`src/rtl/sat_counter32.sv`:
```
// 32-bit statistics counter: adds 0..32 per cycle, clamps at all-ones,
// synchronous clear has priority over the increment.
module sat_counter32 (
  input  logic        clk,
  input  logic        aresetn,
  input  logic        clear,
  input  logic [5:0]  inc,
  output logic [31:0] count
);

  logic [32:0] sum;

  assign sum = {1'b0, count} + {27'd0, inc};

  always_ff @(posedge clk) begin
    if (!aresetn) begin
      count <= '0;
    end else if (clear) begin
      count <= '0;
    end else if (sum[32]) begin
      count <= '1;
    end else begin
      count <= sum[31:0];
    end
  end

endmodule

```
`config.mk`:
```
export PLATFORM = sky130hd
export DESIGN_NAME = sat_counter32
export DESIGN_NICKNAME = d
export VERILOG_FILES = /design/src/rtl/sat_counter32.sv
export SDC_FILE = /design/constraint.sdc
export NUM_CORES = 1
export LEC_CHECK = 0
export CORE_MARGIN = 3
export CORE_UTILIZATION = 25
export DETAILED_ROUTE_END_ITERATION = 6
export HOLD_SLACK_MARGIN = 0.03
export MAX_ROUTING_LAYER = met4
export PLACE_DENSITY = 0.54
export SETUP_SLACK_MARGIN = 0.2
export SYNTH_ARGS = -nofsm -noshare
export SYNTH_HDL_FRONTEND = slang
export SYNTH_SLANG_ARGS = --single-unit
```
`constraint.sdc`:
```
create_clock -name clk -period 4.5 [get_ports clk]
set_input_delay 0.9 -clock clk [delete_from_list [all_inputs] [get_ports clk]]
set_output_delay 0.9 -clock clk [all_outputs]
set_load 0.01 [all_outputs]
```
== Word-level counts from Yosys, hierarchy flattened ==
Cells that the tools add are included.

* Bits in registers: 32
* Input port bits: 9
* Logic and storage cells: 5
* Output and inout port bits: 32

* Add/sub/neg operators: 1
* Bitwise operators: 1
* Reduce and logical (&&, ||, !) cells: 1
* Mux-type cells: 1

{| class="wikitable"
|+ Operators with widths
! operator !! count
|-
| $add 32x6->33 || 1
|-
| $mux 32 || 1
|-
| $reduce_or 2->1 || 1
|-
| $not 1->1 || 1
|}

== Logic depth before layout (Yosys ltp) ==
Gate-level depths: netlist of the first run.

* Word-level depth: 2
* Mapped depth: 10
* Depth with buffers taken out: 7

== Worst setup path before layout of the first run ==
OpenSTA, ideal clock, no wires.

* Kind: input port to flip-flop
* Start: input port inc[5]
* End: register count[12]
* Stages on the path: 9
* Arrival: 2723 ps
* Slack: 1707 ps
* Path buffers: 3
* Library setup time: 71 ps
* Required time: 4429 ps
* Path through: ha_1 o2111a_2 nand4_1 or3_1 buf_2 or2_1 buf_6 buf_6 a21oi_2

* Longest elaborated chain between the ends: 2

{| class="wikitable"
|+ Ends and longest elaborated chain
! item !! line !! source
|-
| start, declared || 7 || <nowiki>input logic [5:0] inc,</nowiki>
|-
| $add 32x6->33 || 13 || <nowiki>assign sum = {1'b0, count} + {27'd0, inc};</nowiki>
|-
| $mux 32 || 20 || <nowiki>end else if (sum[32]) begin</nowiki>
|-
| end signal, assigned || 23 || <nowiki>count <= sum[31:0];</nowiki>
|-
| end, declared || 8 || <nowiki>output logic [31:0] count</nowiki>
|}

No other way between the ends.
A chain may end at the register's enable or synchronous reset.

== Worst setup path after layout of the first run ==
* Start: input port inc[0]
* End: register count[7]

The elaborated chain is that of the path after synthesis.

==> results.json, run 1 <==
{
  "static-leakage-power_nw": 0.696,
  "syn_to_final_growth_pct": 31.8,
  "setup_viol": 0,
  "worst_ep_arrival_time_ns": 3.54,
  "worstSetupEndpointType": "register",
  "ctsResizeCount": 0,
  "portBuffers": 40,
  "r2r-end": "count[7]",
  "maxCapViolCount": 0,
  "clock_skew_ns": 0.00523,
  "synth_top_area_share": 0.360,
  "synth_edf_count": 0,
  "htree_num_levels": 2,
  "synth-seq-cells": 32,
  "slew_headroom": 0.653,
  "tns_ns": 0,
  "gp_congestion": 0.741,
  "path_clk_slew_ns": 0.07,
  "reg2reg_setup_slack_ns": 1.85,
  "final_cells": 328,
  "hold_path_class": "reg2reg",
  "antenna_found_initial": 0,
  "n_antenna_cell": 0,
  "hold_path_end": "count[28]",
  "finalCritPeriodShare": 0.752,
  "drt_iter0_markers": 79,
  "grt_pass1_vias": 1534,
  "synthCells": 193,
  "reg.largest.list": "count x32",
  "drcViolationCount": 0,
  "drtAntennaViolNets": 0,
  "post-place-ws_ns": 0.830,
  "dp.cells": 320,
  "grt-ovfl-total": 0,
  "grt_pass1_wl_um": 7450,
  "nets": 247,
  "rr_worst_depth": 9,
  "rsz0062_at_grt": "no",
  "cp.required_ns": 4.65,
  "pwr_density_cell_nw_per_um2": 253,
  "insertion_delay_ns": 0.28,
  "row_count": 30,
  "syn_nets": 209,
  "power_mw": 0.595,
  "ys_warn_count": 0,
  "die_x_um": 90.4,
  "ys_types": 40,
  "critPathMaxFanout": 23,
  "vias_per_cell": 4.73,
  "final_common_cell": "clkdlybuf4s50_1",
  "period_needed_ns": 3.38,
  "drt_pass1_iterations": 4,
  "post-cts-setup-buffer-count": 0,
  "synth_ff_type": "dfxtp_1",
  "worst_pin_slew_ns": 0.516,
  "yosys-top-cells-area": "dfxtp_1 36%, a21oi_2 9.8%, xnor2_1 9.8%",
  "die_h_um": 90.4,
  "nFillCells": 704,
  "pin_count": 41,
  "grt_use_total": 0.114,
  "r2r-start": "count[0]",
  "outcome": "finished clean",
  "final_max_slew_viol_count": 0,
  "dp_hpwl_um": 3000,
  "syn_area_per_cell_um2": 9.23,
  "synth_async_sr_flop_share": 0,
  "worst_slack_ns": 1.12,
  "drive_gt1_frac": 0.151,
  "yosysTopAreaCell": "dfxtp_1",
  "hold_viol": 0,
  "fp.dieArea_um2": 8180,
  "grt_max_degree": 31,
  "post-route-util": 0.342,
  "cts_num_sinks": 32,
  "cts_hold_buf": 0,
  "ys_seq_area_frac": 0.360,
  "tritoncts": "yes",
  "netlist_area_um2": 1780,
  "initial_utilization": 0.259,
  "cts_root_buf": "clkbuf_8",
  "holdPathStages": 2,
  "cts_buffer_depth": 2,
  "largest_reg_flops": 32,
  "fmax_mhz": 295,
  "coreArea_um2": 6870,
  "routedWlPerCell_um": 13.1,
  "vias": 1550,
  "ir_drop_mv": 0.0864,
  "hp-start": "count[28]",
  "cp-start-kind": "input pin",
  "crit_type": "in2reg",
  "wl_um": 4290,
  "cts_buffers": 5,
  "regMostFlops": "count",
  "layout_common_cells": "40 x clkdlybuf4s50_1, 32 x dfxtp_1, 20 x xnor2_1, 20 x a21oi_2, 14 x a21oi_1"
}
==> cells by family after synthesis <==
logic type                 Yosys count  share of synthesized area
AOI/OAI and AO/OA                   53                      0.222
DFF                                 32                      0.360
buffers and inverters               16                     0.0478
and+or+nand+nor                     61                      0.199
muxes                                1                    0.00562
xor gates and xnor gates            23                      0.113
adders and majority gates            7                     0.0534
==> layout make-up <==
class	count	area [um^2]	area share
flip-flops and latches	32	641	0.273
inverters	3	11.3	0.00479
multi-input cells	145	1060	0.450
well taps	96	120	0.0511
repair buffers	44	430	0.183
clock buffers	8	90.1	0.0384
==> cells in the mapped netlist, types with 6 or more instances <==
| cell | n |
|---|---|
| nor4_1 | 9 |
| dfxtp_1 | 32 |
| nand2_1 | 8 |
| a21oi_1 | 14 |
| nor2_1 | 7 |
| nand4_1 | 7 |
| a21oi_2 | 20 |
| nand3_1 | 6 |
| clkbuf_1 | 8 |
| ha_1 | 6 |
| xnor2_1 | 20 |
==> worst max-delay path, cell delays in order <==
cell and delay (ns):
clkdlybuf4s50_1 0.40, ha_1 0.24, fa_1 0.43, a21o_1 0.21, a31oi_1 0.19, buf_4 0.20, or3_1 0.22, or2_1 0.23
buf_4 0.37, a31oi_1 0.12
==> layer usage <==
metal | vias up | track usage | share of wire
li1 | 787 | - | -
met1 | 720 | 0.148 | 0.50
met2 | 36 | 0.170 | 0.44
met3 | 7 | 0.0242 | 0.043
met4 | 0 | 0.0536 | 0.015
met5 | - | - | 0
==> where the power goes <==
group	total (mW)	switching, mW	internal [mW]
combinational	0.0769	0.0420	0.0349
clock	0.227	0.103	0.125
sequential	0.291	0.00285	0.288
==> worst max-delay path by stage <==
stage / start / end / slack [ns] / depth (start not counted)
2_1_floorplan: inc[5] / count[12] / 1.71 / 9
3_3_place_gp: inc[0] / count[7] / 0.88 / 10
3_5_place_dp: inc[0] / count[7] / 0.83 / 10
4_1_cts: inc[0] / count[7] / 1.10 / 10
5_1_grt: inc[0] / count[7] / 0.96 / 10
6_report: inc[0] / count[7] / 1.12 / 10
==> stage by stage <==
step | hold slack [ns] | instance area (um^2)
2_1_floorplan | 0.551 | 1780
3_3_place_gp | 0.536 | 2260
3_5_place_dp | 0.539 | 2260
4_1_cts | 0.550 | 2350
5_1_grt | 0.593 | 2350
6_report | 0.555 | 2350
(Power assumes the default switching activity.)
==> run 2, diff against run 1 <==
--- a/config.mk
+++ b/config.mk
@@ -10,7 +10,7 @@
 export DETAILED_ROUTE_END_ITERATION = 6
 export HOLD_SLACK_MARGIN = 0.03
 export MAX_ROUTING_LAYER = met4
-export PLACE_DENSITY = 0.54
+export PLACE_DENSITY = 0.55
 export SETUP_SLACK_MARGIN = 0.2
 export SYNTH_ARGS = -nofsm -noshare
 export SYNTH_HDL_FRONTEND = slang
==> constraint.sdc (replaced) <==
create_clock -name clk -period 2.8 [get_ports clk]
set_input_delay 0.56 -clock clk [delete_from_list [all_inputs] [get_ports clk]]
set_output_delay 0.56 -clock clk [all_outputs]
set_load 0.01 [all_outputs]
==> results.json, run 2 (synthesized netlist as in run 1, its figures left out) <==
{
  "outcome": "finished clean",
  "cp_num_buf_inv": 2,
  "rsz0062_at_grt": "no",
  "grt_max_degree": 31,
  "ir_drop_mv": 0.179,
  "largest_reg_flops": 32,
  "grt_use_total": 0.118,
  "worst_ep_arrival_time_ns": 2.68,
  "path_cells": "clkdlybuf4s50_1 -> ha_1 -> o2111a_2 -> nand4_1 -> or3_1 -> buf_4 -> nand2b_1 -> o221a_2",
  "grt-ovfl-total": 0,
  "final_max_slew_viol_count": 0,
  "drcViolationCount": 0,
  "antenna_found_initial": 0,
  "maxCapViolCount": 0,
  "syn_to_final_growth_pct": 40.7,
  "hold_viol": 0,
  "finalCritPeriodShare": 0.892,
  "period_needed_ns": 2.50,
  "regMostFlops": "count",
  "dp.cells": 330,
  "wl_um": 4580,
  "die_h_um": 90.4,
  "n_antenna_cell": 0,
  "final_common_cell": "clkdlybuf4s50_1",
  "grt_pass1_wl_um": 7760,
  "cp-start-kind": "input pin",
  "cts_num_sinks": 32,
  "cts_root_buf": "clkbuf_8",
  "cts_buffer_depth": 2,
  "layout_common_cells": "40 x clkdlybuf4s50_1, 32 x dfxtp_1, 20 x xnor2_1, 20 x a21oi_2, 14 x a21oi_1",
  "hold_path_class": "reg2reg",
  "tritoncts": "yes",
  "crit_type": "in2reg",
  "path_delay_family": "simple AND/OR/NAND/NOR gates",
  "die_x_um": 90.4,
  "fmax_mhz": 400,
  "htree_num_levels": 2,
  "drt_iter0_markers": 48,
  "gp_congestion": 0.738,
  "worst_slack_ns": 0.303,
  "pin_count": 41,
  "worstSetupEndpointType": "register",
  "initial_utilization": 0.259,
  "drtAntennaViolNets": 0,
  "vias_per_cell": 4.69,
  "crit_slowest_cell": "or3_1",
  "critPathMaxStageDelay_ns": 0.42,
  "slew_headroom": 0.697,
  "drt_pass1_iterations": 6,
  "pwr_density_cell_nw_per_um2": 394,
  "coreArea_um2": 6870,
  "cp.required_ns": 2.98,
  "reg.largest.list": "count x32",
  "static-leakage-power_nw": 0.772,
  "cts_buffers": 5,
  "insertion_delay_ns": 0.29,
  "nFillCells": 718,
  "path_clk_slew_ns": 0.07,
  "critPathMaxFanout": 5,
  "cts_hold_buf": 0,
  "power_mw": 0.988,
  "portBuffers": 40,
  "clock_skew_ns": 0.00450,
  "vias": 1591,
  "post-place-ws_ns": -0.0615,
  "grt_pass1_vias": 1592,
  "routedWlPerCell_um": 13.5,
  "row_count": 30,
  "fp.dieArea_um2": 8180,
  "setup_viol": 0,
  "drive_gt1_frac": 0.222,
  "dp_hpwl_um": 3150,
  "final_cells": 339,
  "nets": 258,
  "worst_pin_slew_ns": 0.454
}
-- run 2: changes by cell type in the layout (fill, tap and decap cells not counted), moves of 2 or more --
cell        previous run  this run
buf_4                  4        13
clkinvlp_4             0         2
nor4_2                 0         2
clkbuf_1               2         0
nor4_1                 9         7
-- run 2: final cells by class --
class,instances,area (um^2),area share
timing repair buffer,55,543,0.217
inverter,3,11.3,0.00449
tap,96,120,0.0479
sequential,32,641,0.256
multi-input combinational,145,1090,0.436
clock inverter,2,15.0,0.00599
clock buffer,6,82.6,0.0330
-- run 2: worst paths after layout --
path | slack (ns) | depth (start not counted) | from | end
max | 0.30 | 8 | inc[5] | count[22]
min | 0.56 | 1 | count[31] | count[31]
max reg2reg | 0.67 | 7 | count[5] | count[22]
min reg2reg | 0.56 | 1 | count[31] | count[31]
-- run 2: report_power, final --
group / internal, mW / total, mW / switching [mW]
Clock: 0.199 / 0.384 / 0.185
Combinational: 0.0653 / 0.137 / 0.0716
Sequential: 0.462 / 0.467 / 0.00485
-- run 2: repair_timing --
action / CTS / global route
gates resized for setup: 0 / 7
endpoints found under the setup margin: 0 / 7
buffers inserted: 0 / 0
-- run 2: metal layers --
metal,vias up,track usage,share of wire
met3,5,0.0308,0.045
met5,-,-,0
met2,29,0.185,0.45
met1,747,0.146,0.49
li1,810,-,-
met4,0,0.0434,0.016
-- run 2: stage by stage --
step           hold slack, ns  setup TNS, ns  cell area, um^2  utilization
6_report                0.564              0             2510        0.365
5_1_grt                 0.618              0             2510        0.365
4_1_cts                 0.563              0             2440        0.356
3_5_place_dp            0.553         -0.196             2350        0.342
3_3_place_gp            0.546         -0.105             2350        0.342
2_1_floorplan           0.551              0             1780            -
